`src/rtl/reset_sequencer.sv`:
```
// reset_sequencer: power-up / lock-loss reset sequencer for the 25 MHz pixel domain.
// Synchronizes LOCKED, BTN and VGA_VSYNC, waits for a stable MMCM lock, holds the
// game core in reset, then waits for one full rendered frame before enabling video.
// Optional feature macro: BTN_DEBOUNCE_EN (button debounce filter on BTN_OUT).
module reset_sequencer #(
    parameter int LOCK_STABLE_CYCLES = 1024,
    parameter int RESET_HOLD_CYCLES  = 16,
    parameter int DEBOUNCE_CYCLES    = 250000
) (
    input  logic       CLK_25MHZ,
    input  logic       RESET,
    input  logic       LOCKED,
    input  logic       BTN,
    input  logic       VGA_VSYNC,
    output logic       CORE_RESET,
    output logic       VIDEO_EN,
    output logic       BTN_OUT,
    output logic [2:0] STATE
);

    localparam logic [2:0] S_WAIT_LOCK  = 3'd0;
    localparam logic [2:0] S_STABILIZE  = 3'd1;
    localparam logic [2:0] S_HOLD_RESET = 3'd2;
    localparam logic [2:0] S_WAIT_FRAME = 3'd3;
    localparam logic [2:0] S_RUN        = 3'd4;

    // One shared counter serves both STABILIZE and HOLD_RESET; size it for the longer.
    localparam int CNT_MAX = (LOCK_STABLE_CYCLES > RESET_HOLD_CYCLES) ?
                             LOCK_STABLE_CYCLES : RESET_HOLD_CYCLES;
    localparam int CNT_W   = (CNT_MAX > 2) ? $clog2(CNT_MAX) : 1;
    localparam logic [CNT_W-1:0] LOCK_LAST = CNT_W'(LOCK_STABLE_CYCLES - 1);
    localparam logic [CNT_W-1:0] HOLD_LAST = CNT_W'(RESET_HOLD_CYCLES - 1);

    // Out-of-range parameters leave this block populated so it is visible in the
    // elaborated hierarchy; legal settings produce nothing.
    if ((LOCK_STABLE_CYCLES < 2) || (RESET_HOLD_CYCLES < 1) ||
        (DEBOUNCE_CYCLES < 2)) begin : g_param_out_of_range
        logic unused_marker;
        assign unused_marker = 1'b0;
    end

    // Saturating increment: counters hold at all-ones instead of wrapping.
    function automatic logic [CNT_W-1:0] sat_inc(input logic [CNT_W-1:0] v);
        sat_inc = (&v) ? v : (v + CNT_W'(1));
    endfunction

    logic [1:0]       lock_sync_q;
    logic [1:0]       btn_sync_q;
    logic [1:0]       vs_sync_q;
    logic             vs_prev_q;
    logic             lock_s;
    logic             btn_s;
    logic             vs_s;
    logic             vs_fall;

    logic [2:0]       state_q, state_d;
    logic [CNT_W-1:0] cnt_q, cnt_d;
    logic             edge_seen_q, edge_seen_d;

    logic             core_reset_q, core_reset_d;
    logic             video_en_q, video_en_d;
    logic             btn_out_q, btn_out_d;

    assign lock_s  = lock_sync_q[1];
    assign btn_s   = btn_sync_q[1];
    assign vs_s    = vs_sync_q[1];
    assign vs_fall = vs_prev_q & ~vs_s;

    // Two-flop synchronizers for the asynchronous inputs plus VSYNC edge history.
    always_ff @(posedge CLK_25MHZ or posedge RESET) begin
        if (RESET) begin
            lock_sync_q <= 2'b00;
            btn_sync_q  <= 2'b00;
            vs_sync_q   <= 2'b00;
            vs_prev_q   <= 1'b0;
        end else begin
            lock_sync_q <= {lock_sync_q[0], LOCKED};
            btn_sync_q  <= {btn_sync_q[0], BTN};
            vs_sync_q   <= {vs_sync_q[0], VGA_VSYNC};
            vs_prev_q   <= vs_s;
        end
    end

    // FSM state and sequencing counters.
    always_ff @(posedge CLK_25MHZ or posedge RESET) begin
        if (RESET) begin
            state_q     <= S_WAIT_LOCK;
            cnt_q       <= '0;
            edge_seen_q <= 1'b0;
        end else begin
            state_q     <= state_d;
            cnt_q       <= cnt_d;
            edge_seen_q <= edge_seen_d;
        end
    end

    // Next-state and counter logic; lock loss overrides every other transition.
    always_comb begin
        state_d     = state_q;
        cnt_d       = cnt_q;
        edge_seen_d = edge_seen_q;
        case (state_q)
            S_WAIT_LOCK: begin
                cnt_d       = '0;
                edge_seen_d = 1'b0;
                if (lock_s) begin
                    state_d = S_STABILIZE;
                end else begin
                    state_d = S_WAIT_LOCK;
                end
            end
            S_STABILIZE: begin
                if (cnt_q == LOCK_LAST) begin
                    state_d = S_HOLD_RESET;
                    cnt_d   = '0;
                end else begin
                    cnt_d   = sat_inc(cnt_q);
                end
            end
            S_HOLD_RESET: begin
                if (cnt_q == HOLD_LAST) begin
                    state_d = S_WAIT_FRAME;
                    cnt_d   = '0;
                end else begin
                    cnt_d   = sat_inc(cnt_q);
                end
            end
            S_WAIT_FRAME: begin
                // The second VSYNC falling edge closes one complete frame.
                if (vs_fall) begin
                    if (edge_seen_q) begin
                        state_d     = S_RUN;
                        edge_seen_d = 1'b0;
                    end else begin
                        edge_seen_d = 1'b1;
                    end
                end else begin
                    edge_seen_d = edge_seen_q;
                end
            end
            S_RUN: begin
                state_d = S_RUN;
            end
            default: begin
                state_d     = S_WAIT_LOCK;
                cnt_d       = '0;
                edge_seen_d = 1'b0;
            end
        endcase
        if ((state_q != S_WAIT_LOCK) && !lock_s) begin
            state_d     = S_WAIT_LOCK;
            cnt_d       = '0;
            edge_seen_d = 1'b0;
        end else begin
            state_d     = state_d;
        end
    end

`ifdef BTN_DEBOUNCE_EN
    localparam int DB_W = (DEBOUNCE_CYCLES > 2) ? $clog2(DEBOUNCE_CYCLES) : 1;
    localparam logic [DB_W-1:0] DB_LAST = DB_W'(DEBOUNCE_CYCLES - 1);

    logic [DB_W-1:0] db_cnt_q, db_cnt_d;

    // Debounce counter register.
    always_ff @(posedge CLK_25MHZ or posedge RESET) begin
        if (RESET) begin
            db_cnt_q <= '0;
        end else begin
            db_cnt_q <= db_cnt_d;
        end
    end
`endif

    // Output decode from the next state so outputs change on the same edge as STATE.
    always_comb begin
        case (state_d)
            S_WAIT_FRAME: core_reset_d = 1'b0;
            S_RUN:        core_reset_d = 1'b0;
            default:      core_reset_d = 1'b1;
        endcase
        video_en_d = (state_d == S_RUN);
`ifdef BTN_DEBOUNCE_EN
        if (core_reset_d) begin
            btn_out_d = 1'b0;
            db_cnt_d  = '0;
        end else if (btn_s != btn_out_q) begin
            if (db_cnt_q == DB_LAST) begin
                btn_out_d = btn_s;
                db_cnt_d  = '0;
            end else begin
                btn_out_d = btn_out_q;
                db_cnt_d  = db_cnt_q + DB_W'(1);
            end
        end else begin
            btn_out_d = btn_out_q;
            db_cnt_d  = '0;
        end
`else
        if (core_reset_d) begin
            btn_out_d = 1'b0;
        end else begin
            btn_out_d = btn_s;
        end
`endif
    end

    // Registered outputs.
    always_ff @(posedge CLK_25MHZ or posedge RESET) begin
        if (RESET) begin
            core_reset_q <= 1'b1;
            video_en_q   <= 1'b0;
            btn_out_q    <= 1'b0;
        end else begin
            core_reset_q <= core_reset_d;
            video_en_q   <= video_en_d;
            btn_out_q    <= btn_out_d;
        end
    end

    assign CORE_RESET = core_reset_q;
    assign VIDEO_EN   = video_en_q;
    assign BTN_OUT    = btn_out_q;
    assign STATE      = state_q;

endmodule

```
`config.mk`:
```
export PLATFORM = sky130hd
export DESIGN_NAME = reset_sequencer
export DESIGN_NICKNAME = d
export VERILOG_FILES = /design/src/rtl/reset_sequencer.sv
export SDC_FILE = /design/constraint.sdc
export NUM_CORES = 1
export LEC_CHECK = 0
export ABC_AREA = 1
export ABC_CLOCK_PERIOD_IN_PS = 1800
export BUFFER_PORTS_ARGS = -buffer_cell sky130_fd_sc_hd__buf_2
export CELL_PAD_IN_SITES_DETAIL_PLACEMENT = 0
export CELL_PAD_IN_SITES_GLOBAL_PLACEMENT = 1
export CORE_MARGIN = 3
export CORE_UTILIZATION = 39
export DETAILED_ROUTE_END_ITERATION = 16
export GPL_ROUTABILITY_DRIVEN = 0
export PLACE_DENSITY = 0.85
export SYNTH_ARGS = -nofsm -noshare
export SYNTH_HDL_FRONTEND = slang
export SYNTH_SLANG_ARGS = --single-unit
export TNS_END_PERCENT = 30
```
`constraint.sdc`:
```
create_clock -name CLK_25MHZ -period 1.8 [get_ports CLK_25MHZ]
set_clock_uncertainty 0.1 [all_clocks]
set_input_delay 0.09 -clock CLK_25MHZ [delete_from_list [all_inputs] [get_ports CLK_25MHZ]]
set_output_delay 0.09 -clock CLK_25MHZ [all_outputs]
set_load 0.05 [all_outputs]
```
## Word level (Yosys, flattened, before mapping)

Index checks and enable logic that the tools add are counted.

| operators by class | value |
|---|---|
| bitwise logic cells | 2 |
| reductions and logical operators | 9 |
| $add $sub $neg | 1 |
| mux-type cells | 18 |
| equality and inequality tests | 11 |

Operators by type and width:

| kind | count |
|---|---|
| $mux W10 | 4 |
| $pmux W10 S3 | 1 |
| $mux W3 | 5 |
| $pmux W3 S5 | 1 |
| $add A10 B1 Y10 const B | 1 |
| $eq A10 B10 Y1 const B | 1 |
| $eq A10 B4 Y1 const B | 1 |
| $reduce_and A10 Y1 | 1 |
| $eq A3 B2 Y1 const B | 3 |
| $eq A3 B3 Y1 const B | 2 |
| $mux W1 | 6 |
| $ne A2 B1 Y1 const B | 2 |
| $reduce_or A2 Y1 | 2 |
| $eq A3 B1 Y1 const B | 1 |
| $logic_not A3 Y1 | 1 |
| $ne A3 B3 Y1 const B | 1 |
| $reduce_bool A3 Y1 | 1 |
| $reduce_or A3 Y1 | 1 |
| $pmux W1 S2 | 1 |
| $reduce_and A2 Y1 | 1 |
| $and A1 B1 Y1 | 1 |
| $logic_and A1 B1 Y1 | 1 |
| $logic_not A1 Y1 | 1 |
| $not A1 Y1 | 1 |

| storage, ports and cells | value |
|---|---|
| output and inout bits | 6 |
| register bits after elaboration | 24 |

## Longest topological paths before layout

| depth | value |
|---|---|
| depth after elaboration | 8 |
| mapped depth | 10 |
| gate-level depth less buffers | 10 |

## Least setup slack after synthesis

Ideal clock, no wire load.

| timing path | value |
|---|---|
| path kind | register to register |
| start point | register cnt_q[0] |
| end point | register cnt_q[0] |
| setup time | 83 ps |
| data required time | 1617 ps |
| arrival time | 1515 ps |
| path slack | 102 ps |
| cell stages (with the launch flop) | 10 |
| cell sequence | dfrtp_1 -> ha_1 -> nand2_2 -> nor2_8 -> nand3_4 -> buf_6 -> ha_1 -> o21ai_0 -> nand2_1 -> o21ai_0 |

| on the way | value |
|---|---|
| word-level cells in the longest chain between the ends | 5 |

RTL lines:

| item | RTL line | text |
|---|---|---|
| start, declared | 57 | `logic [CNT_W-1:0] cnt_q, cnt_d;` |
| start signal, assigned | 92 | `cnt_q <= cnt_d;` |
| $add A10 B1 Y10 or $reduce_and A10 Y1 (tied branches) | 44 | `sat_inc = (&v) ? v : (v + CNT_W'(1));` |
| $mux W10 | 44 |  |
| $mux W10, on equally long branches | 121, 113 |  |
| $pmux W10 S3 * | 102 | `case (state_q)` |
| $mux W10 * | 150 | `if ((state_q != S_WAIT_LOCK) && !lock_s) begin` |

Every way passes the cells marked *; elsewhere a longest branch is shown, timed or not.
A chain may end at the register's enable or synchronous reset.

## Worst setup path after layout

| timing path | value |
|---|---|
| start point | register cnt_q[0] |
| end point | register cnt_q[3] |

The elaborated chain is that of the path after synthesis.

==> flow_summary_export.csv <==
group,metric,value,unit
status,status,"finished clean",
drt,routedWlPerCell,11.47,µm
timing,fin_setup_tns,0,ps
final_layout,final_cell_area,1541,µm²
global_route,grtUsageTotal,14.72,%
timing,finalCriticalPeriod,1671,ps
pwr,p_sw,0.4825,mW
clock_network,htree_levels,1,
timing,worst_pin_slew,472.7,ps
global_route,antenna_found_initial,0,
die,rows,20,
logic_synthesis,synth.top_cell.area_share,45.50,%
final_layout,final_common_cell,"nand2_1",
worst_setup_path,rrSetupSlack,130,ps
die,io-pin-count,11,
worst_setup_path,worstSetupPathType,"reg -> reg",
logic_synthesis,yosysWarnings,0,
drt,via_per_inst,4.829,
logic_synthesis,async_flop_share,100.0,%
clock_network,cts_sinks,24,
worst_setup_path,arrival,1800,ps
die,die_area,3963,µm²
die,die_h,62.95,µm
logic_synthesis,synth_top_family_by_area,"simple AND/OR/NAND/NOR gates",
worst_setup_path,reg2reg_depth,9,
drt,drc,0,
global_route,first_global_vias,1037,
final_layout,nets,192,
timing,slew_headroom,68.45,%
timing,fmax,598.4,MHz
final_layout,post-route-util,50.08,%
logic_synthesis,syn_inst,159,
die,initial_core_util,41.10,%
final_layout,synthToLayoutAreaGrowth,21.86,%
worst_setup_path,rr_endpoint,"cnt_q[3]$_DFFE_PP0P_",
pwr,irDropWorstVdd,0.0006454,V
drt,wl,2.616,mm
worst_setup_path,required,1930,ps
logic_synthesis,synth-compound-area-share,8.210,%
die,die-width,62.95,µm
clock_network,cts_root_buffer,"clkbuf_4",
drt,drt_iter0_markers,33,
logic_synthesis,syn_area_per_cell,7.956,µm²
clock_network,clkLatencyLatePin,320,ps
logic_synthesis,yosysSeqAreaShare,47.58,%
logic_synthesis,yosys_register_bits,24,
logic_synthesis,synth_top_area_cell,"dfrtp_1",
timing,finalCritPeriodShare,92.85,%
logic_synthesis,synth_top_flop_cell,"dfrtp_1",
pwr,switching_share,33.17,%
clock_network,cts_tree,"yes",
worst_setup_path,startpoint_type,"flop",
placement,post-place-ws,73.49,ps
drt,antenna_left,0,
worst_hold_path,hp-class,"in -> async",
clock_network,tritoncts.num_buffers,3,
drt,first_pass_iters,4,
logic_synthesis,syn_nets,166,
pwr,power_leakage,0.8557,nW
job,drv_cap,0,
placement,hpwl,2.016,mm
placement,placed_area,1384,µm²
pwr,p_seq_share,43.5,%
die,coreArea,3078,µm²
timing,timing.final.ws_setup,128.7,ps
global_route,grt-ovfl-total,0,
placement,portBuffers,10,
final_layout,layout-drive-gt1-share,21.20,%
worst_setup_path,path_max_fanout,6,
clock_network,cts.clk_slew.worst_paths,140,ps
logic_synthesis,synthAdderAreaFrac,1.978,%
logic_synthesis,synth.distinct_cells,27,
pwr,clock_power_share,27.1,%
timing,hold_viol,0,
timing,setup_viol,0,
logic_synthesis,synth.cell_area,1265,µm²
worst_setup_path,cp-end-kind,"flop",
drt,num_vias,1101,
clock_network,clock_path_buffers,2,
logic_synthesis,synth_xor_area_share,1.385,%
final_layout,n_antenna_cell,0,
worst_setup_path,r2r_start,"cnt_q[0]$_DFFE_PP0P_",
timing,slew_viol_final,0,
global_route,grt_pass1_wl,4.671,mm
pwr,power.internal,0.9722,mW
logic_synthesis,synth_edf_count,0,
global_route,grt_max_degree,15,
logic_synthesis,ys_top_cells_by_area,"dfrtp_1, nand2_1, inv_1",
logic_synthesis,synthSimpleGateAreaFrac,32.44,%
pwr,p_comb_share,29.4,%
pwr,p_per_area,943.7,nW/µm²
final_layout,final_cell_mix,"nand2_1, dfrtp_1, inv_1",
logic_synthesis,synth_mux_area_share,0,%
==> worst max-delay path by stage <==
stage | startpoint | endpoint | slack (ps) | depth (start not counted)
6_report | cnt_q[0]$_DFFE_PP0P_ | cnt_q[3]$_DFFE_PP0P_ | 130 | 9
5_1_grt | cnt_q[0]$_DFFE_PP0P_ | cnt_q[0]$_DFFE_PP0P_ | -6 | 8
4_1_cts | cnt_q[0]$_DFFE_PP0P_ | cnt_q[0]$_DFFE_PP0P_ | 40 | 8
3_5_place_dp | cnt_q[0]$_DFFE_PP0P_ | cnt_q[0]$_DFFE_PP0P_ | 70 | 8
3_3_place_gp | cnt_q[0]$_DFFE_PP0P_ | cnt_q[0]$_DFFE_PP0P_ | 160 | 8
2_1_floorplan | cnt_q[0]$_DFFE_PP0P_ | cnt_q[0]$_DFFE_PP0P_ | 100 | 9
==> flip-flops by register name (all words and copies together), names as in the netlist <==
| name | cells |
|---|---|
| BTN_OUT | 1 |
| btn_sync_q | 2 |
| cnt_q | 10 |
| STATE | 3 |
| vs_sync_q | 2 |
| CORE_RESET | 1 |
| lock_sync_q | 2 |
| edge_seen_q | 1 |
| vs_prev_q | 1 |
| VIDEO_EN | 1 |
==> power groups by stage <==
stage / registers [mW] / logic, mW / clock network, mW
CTS: 0.628 / 0.374 / 0.406
global placement: 0.633 / 0.354 / 0
global route: 0.642 / 0.491 / 0.428
floorplan: 0.671 / 0.236 / 0
detailed placement: 0.638 / 0.365 / 0
finish: 0.633 / 0.428 / 0.394
==> Yosys cell counts, types with 3 or more instances <==
library cell	n
nand3_1	15
nand2_2	5
inv_1	22
o21ai_0	7
o21ai_1	3
nor2_1	14
dfrtp_1	23
a21oi_1	3
nand2_1	45
==> cell type report <==
| cell class | instances | area [µm²] |
|---|---|---|
| clock buffers | 3 | 22.52 |
| clock inverters | 1 | 30.03 |
| fillers | 298 | 1536 |
| inverters | 24 | 90.09 |
| multi-input cells | 109 | 584.3 |
| flip-flops and latches | 24 | 601.8 |
| well taps | 44 | 55.05 |
| repair buffers | 23 | 157.7 |
==> stage by stage <==
stage               power, mW  cells  hold WS [ps]
finish                  1.455    228         205.0
global route            1.561    228         242.7
CTS                     1.408    223         221.1
detailed placement      1.004    215         39.94
global placement       0.9870    215         18.51
floorplan              0.9073    159         3.881
==> cell families after synthesis <==
logic type      Yosys count
simple gates             87
buf+inv                  26
flops                    24
compound gates           18
xor+xnor                  2
fa+ha+maj                 2
==> what timing repair did <==
action,4_1_cts,5_1_grt
setup endpoints to repair,0,4
setup buffers,0,5
hold buffers,4,0
endpoints found under the hold margin,14,0
gates resized for setup,0,6
==> worst max-delay path: stages (launching register included) <==
cell and delay, ps:
dfrtp_1 450, ha_4 170, nand2_4 70, nor2_8 150, buf_4 130, nand2_1 40
nand2_1 90, nand2_2 120, o21ai_4 170, nor2_1 60
==> routing by layer <==
metal / vias to the layer above / wire, µm / global-route usage, %
li1: 556 / - / -
met1: 523 / 1251 / 19.11
met2: 20 / 1249 / 24.77
met4: 0 / 13 / 2.755
met3: 2 / 101 / 3.777
met5: - / 0 / 0
Note: power is estimated with default switching activity, not from simulation.
